$ cat config.mk
export PLATFORM = sky130hd
export DESIGN_NAME = pll_reset_seq
export DESIGN_NICKNAME = d
export VERILOG_FILES = /design/src/rtl/pll_seq_pkg.sv /design/src/rtl/sync2.sv /design/src/rtl/pll_reset_seq.sv
export SDC_FILE = /design/constraint.sdc
export NUM_CORES = 1
export LEC_CHECK = 0
export CAP_MARGIN = 40
export CORE_MARGIN = 2
export CORE_UTILIZATION = 30
export CTS_CLUSTER_DIAMETER = 200
export DETAILED_ROUTE_END_ITERATION = 8
export PLACE_DENSITY_LB_ADDON = 0.05
export SLEW_MARGIN = 40
export SYNTH_ARGS = -nofsm -noshare
export SYNTH_HDL_FRONTEND = slang
export SYNTH_SLANG_ARGS = --single-unit
$ cat constraint.sdc
create_clock -name clock -period 3.1 [get_ports clock]
set_input_delay 0.31 -clock clock [delete_from_list [all_inputs] [get_ports clock]]
set_output_delay 0.31 -clock clock [all_outputs]
set_load 0.005 [all_outputs]
$ cat src/rtl/pll_seq_pkg.sv
// Shared types and defaults for the PLL power-up / recovery sequencer.
package pll_seq_pkg;

  typedef enum logic [2:0] {
    PLL_RST,
    WAIT_LOCK,
    STABLE,
    RUN,
    FAULT
  } state_e;

  localparam int unsigned DEF_RESET_CYCLES  = 24;
  localparam int unsigned DEF_LOCK_TIMEOUT  = 2400;
  localparam int unsigned DEF_STABLE_CYCLES = 240;
  localparam int unsigned DEF_MAX_RETRIES   = 3;

  function automatic int unsigned max3(input int unsigned a,
                                       input int unsigned b,
                                       input int unsigned c);
    int unsigned m;
    m = (a > b) ? a : b;
    return (m > c) ? m : c;
  endfunction

  // One spare bit above clog2 so the largest load value always fits.
  function automatic int unsigned cnt_width(input int unsigned max_val);
    return $clog2(max_val) + 1;
  endfunction

endpackage

$ cat src/rtl/sync2.sv
// Generic two-flop synchronizer with asynchronous active-low reset to zero.
module sync2 #(
  parameter int unsigned WIDTH = 1
) (
  input  logic             clk,
  input  logic             rst_n,
  input  logic [WIDTH-1:0] d,
  output logic [WIDTH-1:0] q
);

  logic [WIDTH-1:0] meta_q, meta_d;
  logic [WIDTH-1:0] sync_q, sync_d;

  always_comb begin
    meta_d = d;
    sync_d = meta_q;
  end

  always_ff @(posedge clk or negedge rst_n) begin
    if (!rst_n) begin
      meta_q <= '0;
      sync_q <= '0;
    end else begin
      meta_q <= meta_d;
      sync_q <= sync_d;
    end
  end

  assign q = sync_q;

endmodule

$ cat src/rtl/pll_reset_seq.sv
// PLL reset / lock-qualification sequencer on the free-running reference clock,
// with bounded retries and a sticky fault state.
module pll_reset_seq
  import pll_seq_pkg::*;
#(
  parameter int unsigned RESET_CYCLES  = DEF_RESET_CYCLES,
  parameter int unsigned LOCK_TIMEOUT  = DEF_LOCK_TIMEOUT,
  parameter int unsigned STABLE_CYCLES = DEF_STABLE_CYCLES,
  parameter int unsigned MAX_RETRIES   = DEF_MAX_RETRIES
) (
  input  logic       clock,
  input  logic       reset_n,
  input  logic       pll_locked,
  input  logic       restart,
  output logic       pll_resetb,
  output logic       sys_reset_n,
  output logic       ready,
  output logic       fault,
  output logic [3:0] retry_count
);

  localparam int unsigned CW = cnt_width(max3(RESET_CYCLES, LOCK_TIMEOUT, STABLE_CYCLES));

  localparam logic [CW-1:0] RST_LOAD  = CW'(RESET_CYCLES - 1);
  localparam logic [CW-1:0] TMO_LOAD  = CW'(LOCK_TIMEOUT - 1);
  localparam logic [CW-1:0] STB_LOAD  = CW'(STABLE_CYCLES - 1);
  localparam logic [3:0]    RETRY_MAX = 4'(MAX_RETRIES);

  logic lock_s;

  sync2 #(.WIDTH(1)) u_lock_sync (
    .clk   (clock),
    .rst_n (reset_n),
    .d     (pll_locked),
    .q     (lock_s)
  );

  state_e        state_q, state_d;
  logic [CW-1:0] cnt_q, cnt_d;
  logic [CW-1:0] tmo_q, tmo_d;
  logic [3:0]    retry_q, retry_d;
  logic          pll_resetb_q, pll_resetb_d;
  logic          sys_reset_n_q, sys_reset_n_d;
  logic          ready_q, ready_d;
  logic          fault_q, fault_d;
  logic          retry_req;
  logic          entry;

  always_comb begin
    state_d   = state_q;
    cnt_d     = cnt_q;
    tmo_d     = tmo_q;
    retry_d   = retry_q;
    retry_req = 1'b0;

    if (cnt_q != '0) begin
      cnt_d = cnt_q - CW'(1);
    end

    // The lock timeout keeps running through STABLE so a bouncing lock
    // cannot stretch the window granted after pll_resetb rises.
    if ((state_q == WAIT_LOCK || state_q == STABLE) && tmo_q != '0) begin
      tmo_d = tmo_q - CW'(1);
    end

    case (state_q)
      PLL_RST: begin
        if (cnt_q == '0) state_d = WAIT_LOCK;
      end
      WAIT_LOCK: begin
        if (lock_s)              state_d   = STABLE;
        else if (tmo_q == '0)    retry_req = 1'b1;
      end
      STABLE: begin
        if (!lock_s) begin
          state_d = WAIT_LOCK;
        end else if (cnt_q == '0) begin
          state_d = RUN;
          retry_d = '0;
        end
      end
      RUN: begin
        if (!lock_s) retry_req = 1'b1;
      end
      FAULT: begin
        state_d = FAULT;
      end
      default: begin
        state_d = PLL_RST;
      end
    endcase

    if (retry_req) begin
      if (retry_q < RETRY_MAX) begin
        retry_d = retry_q + 4'd1;
        state_d = PLL_RST;
      end else begin
        state_d = FAULT;
      end
    end

    if (restart) begin
      retry_d = '0;
      state_d = PLL_RST;
    end

    // A restart while already in PLL_RST still counts as a fresh entry.
    entry = (state_d != state_q) || restart;
    if (entry) begin
      case (state_d)
        PLL_RST:   cnt_d = RST_LOAD;
        WAIT_LOCK: cnt_d = TMO_LOAD;
        STABLE:    cnt_d = STB_LOAD;
        default:   cnt_d = '0;
      endcase
    end

    if (state_q == PLL_RST && state_d == WAIT_LOCK) begin
      tmo_d = TMO_LOAD;
    end

    pll_resetb_d  = (state_d == WAIT_LOCK) || (state_d == STABLE) || (state_d == RUN);
    sys_reset_n_d = (state_d == RUN);
    ready_d       = (state_d == RUN);
    fault_d       = (state_d == FAULT);
  end

  always_ff @(posedge clock or negedge reset_n) begin
    if (!reset_n) begin
      state_q       <= PLL_RST;
      cnt_q         <= RST_LOAD;
      tmo_q         <= '0;
      retry_q       <= '0;
      pll_resetb_q  <= 1'b0;
      sys_reset_n_q <= 1'b0;
      ready_q       <= 1'b0;
      fault_q       <= 1'b0;
    end else begin
      state_q       <= state_d;
      cnt_q         <= cnt_d;
      tmo_q         <= tmo_d;
      retry_q       <= retry_d;
      pll_resetb_q  <= pll_resetb_d;
      sys_reset_n_q <= sys_reset_n_d;
      ready_q       <= ready_d;
      fault_q       <= fault_d;
    end
  end

  assign pll_resetb  = pll_resetb_q;
  assign sys_reset_n = sys_reset_n_q;
  assign ready       = ready_q;
  assign fault       = fault_q;
  assign retry_count = retry_q;

endmodule

==> Yosys cells after proc, flatten, opt, wreduce, memory -nomap -nowiden <==
Index checks and enable logic that the tools add are counted.
{ "word_totals": {"mem_count": 0, "latchBits": 0, "romBits": 0, "ff_bits": 38, "inputBits": 4, "wordCells": 59, "out_inout_bits": 8, "ram_bits": 0} }
{ "op_classes": {"order_cmp": 1, "bitwise_logic": 0, "n_addsub": 3, "reduce_logical": 14, "div_mod_pow": 0, "n_shift": 0, "muxes": 23, "eq_ne": 9, "mul": 0} }
{ "ops": {"columns": ["op", "count"], "rows": [
  ["13-bit two-way mux", 4],
  ["12-bit one-hot mux with 3 select lines", 1],
  ["13-bit logical NOT", 2],
  ["13-bit nonzero test", 2],
  ["13-bit by 1-bit subtractor with 13-bit output, second input constant", 2],
  ["4-bit two-way mux", 6],
  ["3-bit two-way mux", 7],
  ["3-bit one-hot mux with 5 select lines", 1],
  ["3-bit by 2-bit == test with 1-bit output, second input constant", 4],
  ["3-bit by 1-bit == test with 1-bit output, second input constant", 2],
  ["3-bit == test, second input constant", 2],
  ["3-bit logical NOT", 2],
  ["4-bit by 1-bit adder with 4-bit output, second input constant", 1],
  ["1-bit logical OR", 4],
  ["4-bit by 2-bit less-than comparator with 1-bit output, second input constant", 1],
  ["2-bit nonzero test", 2],
  ["1-bit two-way mux", 3],
  ["3-bit inequality test", 1],
  ["1-bit logical AND", 2],
  ["1-bit one-hot mux with 2 select lines", 1]
]} }

==> Logic depth before layout (Yosys ltp) <==
Gate-level depths: netlist of the first run.
{ "logic_depth": {"word_depth": 9, "ltp_mapped": 9, "mapped_depth_nobuf": 7} }

==> Modules after synthesis <==
From an unflattened synthesis of the first run, not the netlist that was laid out.
{ "unflattened": {"cells_unflattened": 242, "area_unflattened_um2": 2239.6} }
{ "modules_own_cells": {"columns": ["module", "n_inst", "seq_area_each_um2", "area_per_inst_um2", "cells_per_inst"], "rows": [
  ["pll_reset_seq", 1, 905.9, 2189.6, 240],
  ["sync2", 1, 50.0, 50.0, 2]
]} }

==> Worst setup path after synthesis of the first run <==
No wires, ideal clock.
{ "synth_path": {"path_kind": "flip-flop to flip-flop", "from": "register tmo_q[5]", "to": "register tmo_q[6]", "n_path_buf": 3, "t_arrival_ns": 2.284, "required_ns": 2.976, "slack_ns": 0.691, "setup_time_ns": 0.124, "period_less_slack_ns": 2.409, "path_stages_with_launch": 9, "cell_sequence": "dfrtp_1 or4_1 buf_2 or4_4 buf_6 and4_4 buf_6 a211oi_1 nor2_1"} }
{ "synth_between": {"elab_chain_cells": 9} }
{ "synth_lines": {"columns": ["item", "line", "rtl"], "rows": [
  ["from (decl)", "pll_reset_seq.sv:40", "logic [CW-1:0] tmo_q, tmo_d;"],
  ["from (signal assigned)", "pll_reset_seq.sv:141", "tmo_q <= tmo_d;"],
  ["13-bit logical NOT", "pll_reset_seq.sv:72", "else if (tmo_q == '0) retry_req = 1'b1;"],
  ["1-bit two-way mux", "pll_reset_seq.sv:72", null],
  ["1-bit two-way mux", "pll_reset_seq.sv:71", "if (lock_s) state_d = STABLE;"],
  ["1-bit one-hot mux with 2 select lines", "pll_reset_seq.sv:66", "case (state_q)"],
  ["3-bit two-way mux", "pll_reset_seq.sv:93", "if (retry_req) begin"],
  ["3-bit two-way mux", "pll_reset_seq.sv:102", "if (restart) begin"],
  ["3-bit by 1-bit == test with 1-bit output", "pll_reset_seq.sv:118", "if (state_q == PLL_RST && state_d == WAIT_LOCK) begin"],
  ["1-bit logical AND", "pll_reset_seq.sv:118", null],
  ["13-bit two-way mux or 2-bit nonzero test (tied branches)", null, null]
]} }
Parallel ways exist; a longest one is shown, timed or not. The select of a mux whose other input is x is not followed.
A chain may end at the register's enable or synchronous reset.

==> Final worst setup path of the first run <==
{ "layout_path": {"from": "register tmo_q[4]", "to": "register cnt_q[2]"} }
{ "layout_between": {"elab_chain_cells": 9} }
{ "layout_lines": {"columns": ["item", "line", "rtl"], "rows": [
  ["13-bit logical NOT (*)", "pll_reset_seq.sv:72", null],
  ["1-bit two-way mux (*)", "pll_reset_seq.sv:72", null],
  ["1-bit two-way mux (*)", "pll_reset_seq.sv:71", null],
  ["1-bit one-hot mux with 2 select lines (*)", "pll_reset_seq.sv:66", null],
  ["3-bit two-way mux (*)", "pll_reset_seq.sv:93", null],
  ["3-bit two-way mux (*)", "pll_reset_seq.sv:102", null],
  ["3-bit by 2-bit == test with 1-bit output (tied with other cells)", "pll_reset_seq.sv:110", "case (state_d)"],
  ["12-bit one-hot mux with 3 select lines or 1-bit logical OR (tied branches)", "pll_reset_seq.sv:110, pll_reset_seq.sv:108", null],
  ["13-bit two-way mux or 2-bit nonzero test (tied branches)", null, null],
  ["to (signal assigned)", "pll_reset_seq.sv:140", "cnt_q <= cnt_d;"],
  ["to (decl)", "pll_reset_seq.sv:39", "logic [CW-1:0] cnt_q, cnt_d;"]
]} }
Every way passes the cells marked *; elsewhere a longest branch is shown, timed or not.

==> results of run 1 <==
## worst min path at each step
stage	slack [ns]	depth (start not counted)	to
after floorplan	0.01	0	cnt_q[10]
after global placement	0.33	0	u_lock_sync.q
after detailed placement	0.33	1	cnt_q[7]
after CTS	0.36	0	u_lock_sync.q
after global routing	0.37	0	u_lock_sync.q
final	0.35	0	u_lock_sync.q
## cells in the mapped netlist (2+ instances only)
cell	instances	share of area
sky130_fd_sc_hd__dfrtp_1	34	0.38
sky130_fd_sc_hd__nor2_1	29	0.049
sky130_fd_sc_hd__nand2_1	12	0.020
sky130_fd_sc_hd__nand3_1	12	0.027
sky130_fd_sc_hd__nand4_1	12	0.034
sky130_fd_sc_hd__o21ai_0	11	0.025
sky130_fd_sc_hd__inv_1	9	0.015
sky130_fd_sc_hd__nor3_1	9	0.020
sky130_fd_sc_hd__xnor2_1	8	0.031
sky130_fd_sc_hd__clkbuf_1	7	0.012
sky130_fd_sc_hd__nor4_1	6	0.017
sky130_fd_sc_hd__xor2_1	6	0.023
sky130_fd_sc_hd__or3_1	5	0.014
sky130_fd_sc_hd__a21oi_1	4	0.0089
sky130_fd_sc_hd__dfstp_2	4	0.047
sky130_fd_sc_hd__ha_1	4	0.022
sky130_fd_sc_hd__mux2i_1	4	0.018
sky130_fd_sc_hd__o211ai_1	4	0.013
sky130_fd_sc_hd__o31ai_1	4	0.013
sky130_fd_sc_hd__or4_1	4	0.013
sky130_fd_sc_hd__and3_1	3	0.0084
sky130_fd_sc_hd__buf_2	3	0.0067
sky130_fd_sc_hd__nand2b_1	3	0.0084
sky130_fd_sc_hd__o2111ai_1	3	0.012
sky130_fd_sc_hd__o41ai_1	3	0.012
sky130_fd_sc_hd__or2_2	3	0.0084
sky130_fd_sc_hd__a211oi_1	2	0.0067
sky130_fd_sc_hd__a21boi_0	2	0.0067
sky130_fd_sc_hd__and4_1	2	0.0078
sky130_fd_sc_hd__buf_6	2	0.010
sky130_fd_sc_hd__nand3b_1	2	0.0067
sky130_fd_sc_hd__nand4b_1	2	0.0078
sky130_fd_sc_hd__nor3b_1	2	0.0067
sky130_fd_sc_hd__o221ai_1	2	0.0078
## power groups by stage
| stage | logic [uW] | registers [uW] | clock network (uW) |
|---|---|---|---|
| after floorplan | 62.6 | 546 | 0 |
| after global placement | 86.7 | 555 | 0 |
| after detailed placement | 87.9 | 555 | 0 |
| after CTS | 88.6 | 546 | 553 |
| after global routing | 103 | 550 | 570 |
| final | 87.1 | 545 | 537 |
## worst max-delay path: stages, from the launching register on
cell	delay, ns
sky130_fd_sc_hd__dfrtp_1	0.46
sky130_fd_sc_hd__or4_1	0.62
sky130_fd_sc_hd__nor4_1	0.51
sky130_fd_sc_hd__o21ai_0	0.31
sky130_fd_sc_hd__and3_1	0.30
sky130_fd_sc_hd__o32ai_1	0.23
## stage by stage
stage	util	instances	total power [uW]	setup WS (ns)
floorplan	-	242	608.1	0.6912
global placement	0.3352	343	642.0	0.4666
detailed placement	0.3355	343	642.4	0.4209
CTS	0.3566	352	1187	0.3916
global route	0.3583	352	1224	0.3802
finish	0.3583	352	1169	0.5731
## registers in the layout, indices dropped and copies added, names as in the netlist
register	count
state_q	3
cnt_q	13
u_lock_sync.q	1
u_lock_sync.meta_q	1
ready	1
pll_resetb	1
tmo_q	13
fault	1
retry_count	4
## routing by layer
| layer | part of all wire | GRT usage | up-vias |
|---|---|---|---|
| li1 | - | - | 921 |
| met4 | 0.014 | 0.04615 | 0 |
| met1 | 0.53 | 0.2204 | 885 |
| met5 | 0 | 0 | - |
| met2 | 0.42 | 0.1974 | 30 |
| met3 | 0.038 | 0.02838 | 6 |
## layout by cell type, fill, tap and decap left out, drive strengths merged, types with 4 or more instances in the layout
master and n:
dfrtp 34, nand2 12, or3 5, clkdlybuf4s50 10, nand3 12, ha 4
nand4 12, o21ai 11, xor2 6, nor4 7, mux2i 4, buf 6
or4 5, a21oi 4, dfstp 4, clkbuf 6, nor3 9, xnor2 8
inv 9, o211ai 4, o31ai 4, nor2 29
## logic make-up after synthesis
logic type | Yosys count
AO/OA/AOI/OAI | 44
XOR/XNOR | 14
adder cells (fa/ha/maj) | 4
buffers and inverters | 23
flip-flops | 38
multiplexers | 5
AND/OR/NAND/NOR | 114
## layout make-up
| cell class | count | share of cell area |
|---|---|---|
| clock buffer | 6 | 0.03178 |
| clock inverter | 2 | 0.02311 |
| inverter | 9 | 0.01300 |
| multi-input combinational | 181 | 0.4569 |
| sequential | 38 | 0.3678 |
| tap | 99 | 0.04767 |
| timing repair buffer | 17 | 0.05970 |
==> results, run 1 <==
- The flow ran to the end, and the final reports show no timing, DRC or antenna violations.
- The number of slew-limit violations in the final report came to 0.
- The internal power component is 898.2 uW.
- The compound-cell area share of the yosys netlist is 0.1430.
- The y dimension of the die is 90.41 um.
- In the final routed layout, each cell accounts on average for 15.58 um.
- In this run the worst setup path begins at tmo_q[4].
- The endpoint of the lowest-slack register-to-register path is cnt_q[2].
- Summing all flip-flop and latch instances after layout gives 955.9 um^2.
- The largest driver fanout on the critical path is 6.
- The final-report hold violation count came to 0.
- In this run, synthesis inferred 0 flip-flops with an integrated enable.
- The average size of a mapped cell is 9.255 um^2.
- For the worst-skew pair, the clock arrives at the later sink with an insertion delay of 0.30 ns.
- The worst relative slew slack is 0.6034.
- The share of synthesized cell area in and, or, nand and nor gates is 0.2816.
- Using the TritonRoute via totals, the vias-per-cell ratio works out to 5.233.
- For this run, the number of Yosys warnings is 0.
- The number of global-route vias before repair is 1718.
- The starting utilization of the core area is 0.3088.
- The number of hold buffers added after CTS was 1.
- The start point of the worst min-delay path is u_lock_sync.meta_q.
- The first-pass GRT wire length is 9.252 mm.
- The aggregate routed wire length is 5.483 mm.
- The clock drives 38 sinks.
- In this run the cell area of the synthesized design comes to 2240 um^2.
- The power per unit of standard cell area is 449.8 nW/um^2.
- The setup total negative slack is 0 ns.
- The width of the die is 90.41 um.
- The I/O pin count is 12.
- Following the worst setup path forward leads to its endpoint at cnt_q[2].
- The length of the first detailed-routing pass in iterations is 5.
- Synthesis produced a netlist with a net count of 250.
- Setup repair after global routing left no endpoint under its margin.
- The worst-margin pin slew is 0.5900 ns.
- The synthesized design contains 38 register bits.
- The cell count after synthesis is 242.
- The worst setup path is captured at a flip-flop.
- The clock transition at the register clock pins on the worst setup and hold paths after CTS is 0.09 ns.
- On the final layout, the worst clock skew is 0.009689 ns.
- The share of total power dissipated in combinational logic is 0.074.
- The share of final-layout standard cells stronger than drive strength 1 is 0.1107.
- The worst-case clock buffer depth is 2.
- TritonCTS built the clock tree.
- The overall die area is 8173 um^2.
- On the final layout, the worst hold slack is 0.3549 ns.
- The share of the synthesized netlist area taken by xor and xnor gates is 0.05475.
- The max capacitance violation total is 0.
- Of the total synthesized cell area, the portion taken by full adders, half adders and majority gates is 0.02235.
- By area, the combinational part of the netlist is dominated by simple AND/OR/NAND/NOR gates.
- Compared with the post-synthesis result, the final layout area differs by 16.03%.
- The critical path data arrival time is 2.73 ns.
- The worst hold path belongs to the class reg2reg.
- The H-tree generated during clock tree synthesis spans 2 levels.
- The async set or reset register ratio after synthesis is 1.000.
- The number of cell instances on the worst register-to-register path is 5.
- The maximum clock rate is 395.7 MHz.
- Data on the critical path is required at its endpoint by 3.30 ns.
- The count of fill cells added during filler insertion is 765.
- The switching part of the total power is 0.2316.
- The count of nets left with antenna violations once routing finished came out at 0.
- The fraction of power consumed by sequential logic is 0.467.
- In this run the power spent charging and discharging nets is 270.8 uW.
- The dominant register cell in the synthesized netlist is sky130_fd_sc_hd__dfrtp_1.
- The count of unique library cells instantiated by Yosys is 54.
- Counting I/O delays and the setup requirement, the final critical path takes 2.527 ns.
- The worst vdd rail ir drop is 0.1816 mV.
- The summed area of non-filler cells in the final layout is 2599 um^2.
- The final layout contains 260 nets.
- The part of the Yosys area used for sequential elements is 0.4268.
- The portion of synthesized area spent on multiplexers is 0.02291.
- Of the total power, the clock network draws 0.459.
- Dividing the final minimum period by the clock period gives 0.8151.
- Entering global routing, the biggest net connects 39 pins.
- In this run the clock root is driven by a sky130_fd_sc_hd__clkbuf_8.
- The estimated wirelength of the detail-placed design is 3.980 mm.
- The number of vias in the routed layout is 1842.
- The total core area is 7253 um^2.
- The number of antenna violations at the first check in global routing is 0.
- The minimum setup slack among reg-to-reg paths is 0.57 ns.
- The congestion estimate from routability-driven global placement came to 0.7671.
- In the global route stage, overall resource usage came out at 0.1428.
- The number of resized instances in the post-cts repair step is 0.
- Once the clock tree was built, the setup fixing pass inserted 0 buffers.
- Setup violations remaining at the end of the flow were counted as 0.
- The worst reg2reg path startpoint is tmo_q[4].
- The number of design rule violations left after detail routing is 0.
- The number of placement rows is 31.
- After the first detailed-routing iteration, the DRC count stood at 124.
- The total overflow left after global routing is 0.
- The number of input and output port buffers inserted is 11.
- STA classifies the critical path startpoint as a flip-flop.
- In the final layout, the multi-input gates occupy 1187 um^2.
- The critical path is of the reg2reg type.
- The count of antenna diodes in the layout is 0.
- Once placement finished, the instance area stood at 2434 um^2.
- The number of clock buffers added by TritonCTS is 5.
- The leakage power is 0.001023 uW.
Power figures use the tool's default switching activity.
==> run 2: changes to the inputs <==
Clock period 3.1 ns to 2.6 ns, I/O delays scaled along.
==> run 2 against run 1 <==
Against the previous run: final area rose by 1.8%; critical path depth did not move; via count rose by 3.1%; count of clock-buffer cells in the layout did not move; first-iteration DRC count rose by 17%; cell count rose by 3.1%; maximum frequency rose by 11%; hold slack got worse by 0.0041 ns; sequential cell count did not move; critical endpoint is now tmo_q[6]; largest power group unchanged.
==> results, run 2 (synthesis results as in run 1) <==
- The worst vdd rail ir drop is 0.1629 mV (-10%).
- From synthesis to final layout, the design area changed by 18.16%.
- The power per unit of standard cell area was 485.8 nW/um^2 (+8.0%).
- The worst-margin pin slew is 0.5167 ns (-0.07330 ns).
- The final critical path time including I/O delays and setup is 2.283 ns (-0.2440 ns).
- The overall die area is 8173 um^2 (unchanged).
- The mean number of vias per cell is 5.231 (about the same).
- The number of clock sinks came to 38 (unchanged).
- The library cells used most frequently in the layout, excluding fill and tap cells, are sky130_fd_sc_hd__dfrtp_1 (34), sky130_fd_sc_hd__nor2_1 (29), sky130_fd_sc_hd__buf_4 (18).
- The number of vias in the routed layout came to 1899 (+3.1%).
- The classification of the worst-slack hold path is reg2reg.
- The clock transition at the register clock pins on the worst setup and hold paths after CTS is 0.08 ns (about the same).
- The max capacitance violation total is 0 (unchanged).
- The setup total negative slack is 0 ns (unchanged).
- The total routing usage reported by global routing was 0.1430 (+0.0001776).
- The maximum clock rate is 438.0 MHz (+11%).
- The hold slack is 0.3508 ns (-0.004099 ns).
- The starting utilization of the core area is 0.3088 (unchanged).
- The critical path data arrival time is 2.46 ns (-0.27 ns).
- The aggregate global routing overflow is 0 (unchanged).
- The post-CTS repair timing setup buffer count was 0 (unchanged).
- The count of antenna diodes in the layout is 0 (unchanged).
- The share of final-layout standard cells stronger than drive strength 1 is 0.1477 (+0.03706).
- The signal on the critical path passes through or4_1, or4_4, and4_4, a211oi_1, nor2_1.
- The slowest cell on the critical path is sky130_fd_sc_hd__or4_1.
- The largest driver fanout on the critical path is 7 (+1).
- The estimated wirelength of the detail-placed design is 4.034 mm (+1.4%).
- The number of global-route vias before repair is 1847 (+7.5%).
- The number of antenna violations at the first check in global routing was 0 (unchanged).
- The length of the first detailed-routing pass in iterations is 4 (-1).
- The required time of the critical path is 2.78 ns (-0.52 ns).
- The first-pass GRT wire length is 9.349 mm (+1.0%).
- The final core utilization is 0.3648 (+0.006555).
- The library cell used most frequently in the layout, excluding fill and tap cells, is sky130_fd_sc_hd__dfrtp_1.
- The worst-case clock buffer depth is 2 (unchanged).
- The delay of the slowest critical-path stage was 0.63 ns (about the same).
- The setup violation total in the final timing report is 0 (unchanged).
- The I/O pin count is 12 (unchanged).
- The number of CTS-inserted buffers is 5 (unchanged).
- The number of design rule violations left after detail routing came to 0 (unchanged).
- The clock network fraction of design power is 0.401 (-0.058).
- TritonCTS built the clock tree.
- The portion of the clock cycle consumed by the worst path in the final layout was 0.8780 (+0.06290).
- The switching part of the total power is 0.2369 (+0.005243).
- The worst setup path is captured at a flip-flop.
- The count of antenna-violating nets left after detailed routing is 0 (unchanged).
- In this run the clock root is driven by a sky130_fd_sc_hd__clkbuf_8.
- The internal power component is 981.1 uW (+9.2%).
- The clock latency on the worst-skew pair is 0.29 ns (about the same).
- The classification of the worst setup path is reg2reg.
- The worst-case clock skew came to 0.01062 ns (+0.0009349 ns).
- The number of input and output port buffers inserted is 11 (unchanged).
- The leakage power was 0.001062 uW (+3.8%).
- STA classifies the critical path startpoint as a flip-flop.
- The number of resized instances in the post-cts repair step is 0 (unchanged).
- The worst relative slew slack is 0.6555 (+0.05214).
- The aggregate routed wire length is 5.534 mm (+0.93%).
- The fraction of power consumed by sequential logic is 0.499 (+0.032).
- The count of hold buffers inserted by post-cts repair is 1 (unchanged).
- The final-report hold violation count is 0 (unchanged).
- The y dimension of the die is 90.41 um (unchanged).
- The number of placement rows is 31 (unchanged).
- The total number of nets in the final design is 272 (+4.6%).
- The total core area is 7253 um^2 (unchanged).
- The count of fill cells added during filler insertion came to 744 (-2.7%).
- The number of slew-limit violations in the final report is 0 (unchanged).
- The run finished with clean final reports.
- The weighted congestion at the end of routability-driven global placement is 0.7798 (+1.7%).
- The proportion of power drawn by combinational gates is 0.099 (+0.025).
- The number of H-tree levels came to 2 (unchanged).
- The mean routed wirelength per cell is 15.25 um (-2.1%).
- The net load switching power is 304.6 uW (+12%).
- The width of the die is 90.41 um (unchanged).
- The total power after layout is 1286 uW (+10%).
- The DRC violation total after the first TritonRoute iteration came to 145 (+17%).
- The pin count of the biggest net entering global routing was 39 (unchanged).
- Setup repair after global routing left no endpoint under its margin.
run 2: cell count changes in the layout (fill, tap and decap cells not counted):
cell	before	now
sky130_fd_sc_hd__buf_4	6	18
sky130_fd_sc_hd__a2111oi_4	1	0
sky130_fd_sc_hd__a2111oi_2	0	1
sky130_fd_sc_hd__bufinv_16	2	1
run 2: final timing paths:
path / startpoint / to / slack (ns) / cells after the start
worst max-delay path: tmo_q[5] / tmo_q[6] / 0.32 / 5
worst min-delay path: u_lock_sync.meta_q / u_lock_sync.q / 0.35 / 0
worst max register to register: tmo_q[5] / tmo_q[6] / 0.32 / 5
worst min register to register: u_lock_sync.meta_q / u_lock_sync.q / 0.35 / 0
max in group asynchronous: reset_n / cnt_q[1] / 1.75 / 2
min in group asynchronous: reset_n / pll_resetb / 0.48 / 2
run 2: power groups by stage:
stage,combinational [uW],sequential [uW],clock (uW)
after global routing,148,646,563
after floorplan,74.7,650,0
after detailed placement,129,653,0
after CTS,131,642,535
final,127,642,516
after global placement,129,654,0
run 2: area by class of cell:
type,instances,area (um^2),share of cell area
multi-input combinational,181,1175,0.4440
sequential,38,955.9,0.3612
timing repair buffer,29,245.2,0.09267
tap,99,123.9,0.04681
clock buffer,6,82.58,0.03121
inverter,9,33.78,0.01277
clock inverter,1,30.03,0.01135
run 2: metal layers:
layer | GRT usage | up-vias | share of wire
li1 | - | 942 | -
met4 | 0.05000 | 0 | 0.011
met3 | 0.02337 | 5 | 0.025
met1 | 0.2117 | 927 | 0.54
met2 | 0.2105 | 25 | 0.43
met5 | 0 | - | 0
run 2: metrics by stage:
step | setup WS (ns) | instance area [um^2] | instances
finish | 0.3171 | 2646 | 363
global route | 0.06617 | 2646 | 363
CTS | 0.3122 | 2646 | 363
detailed placement | 0.3218 | 2524 | 355
global placement | 0.2962 | 2521 | 355
floorplan | 0.1912 | 2240 | 242
run 2: worst max-delay path, delay by kind of cell, from the launching register on:
kind	cells	cell delay [ns]
and+or+nand+nor	4	1.56
DFF	1	0.38
AOI/OAI and AO/OA	1	0.22
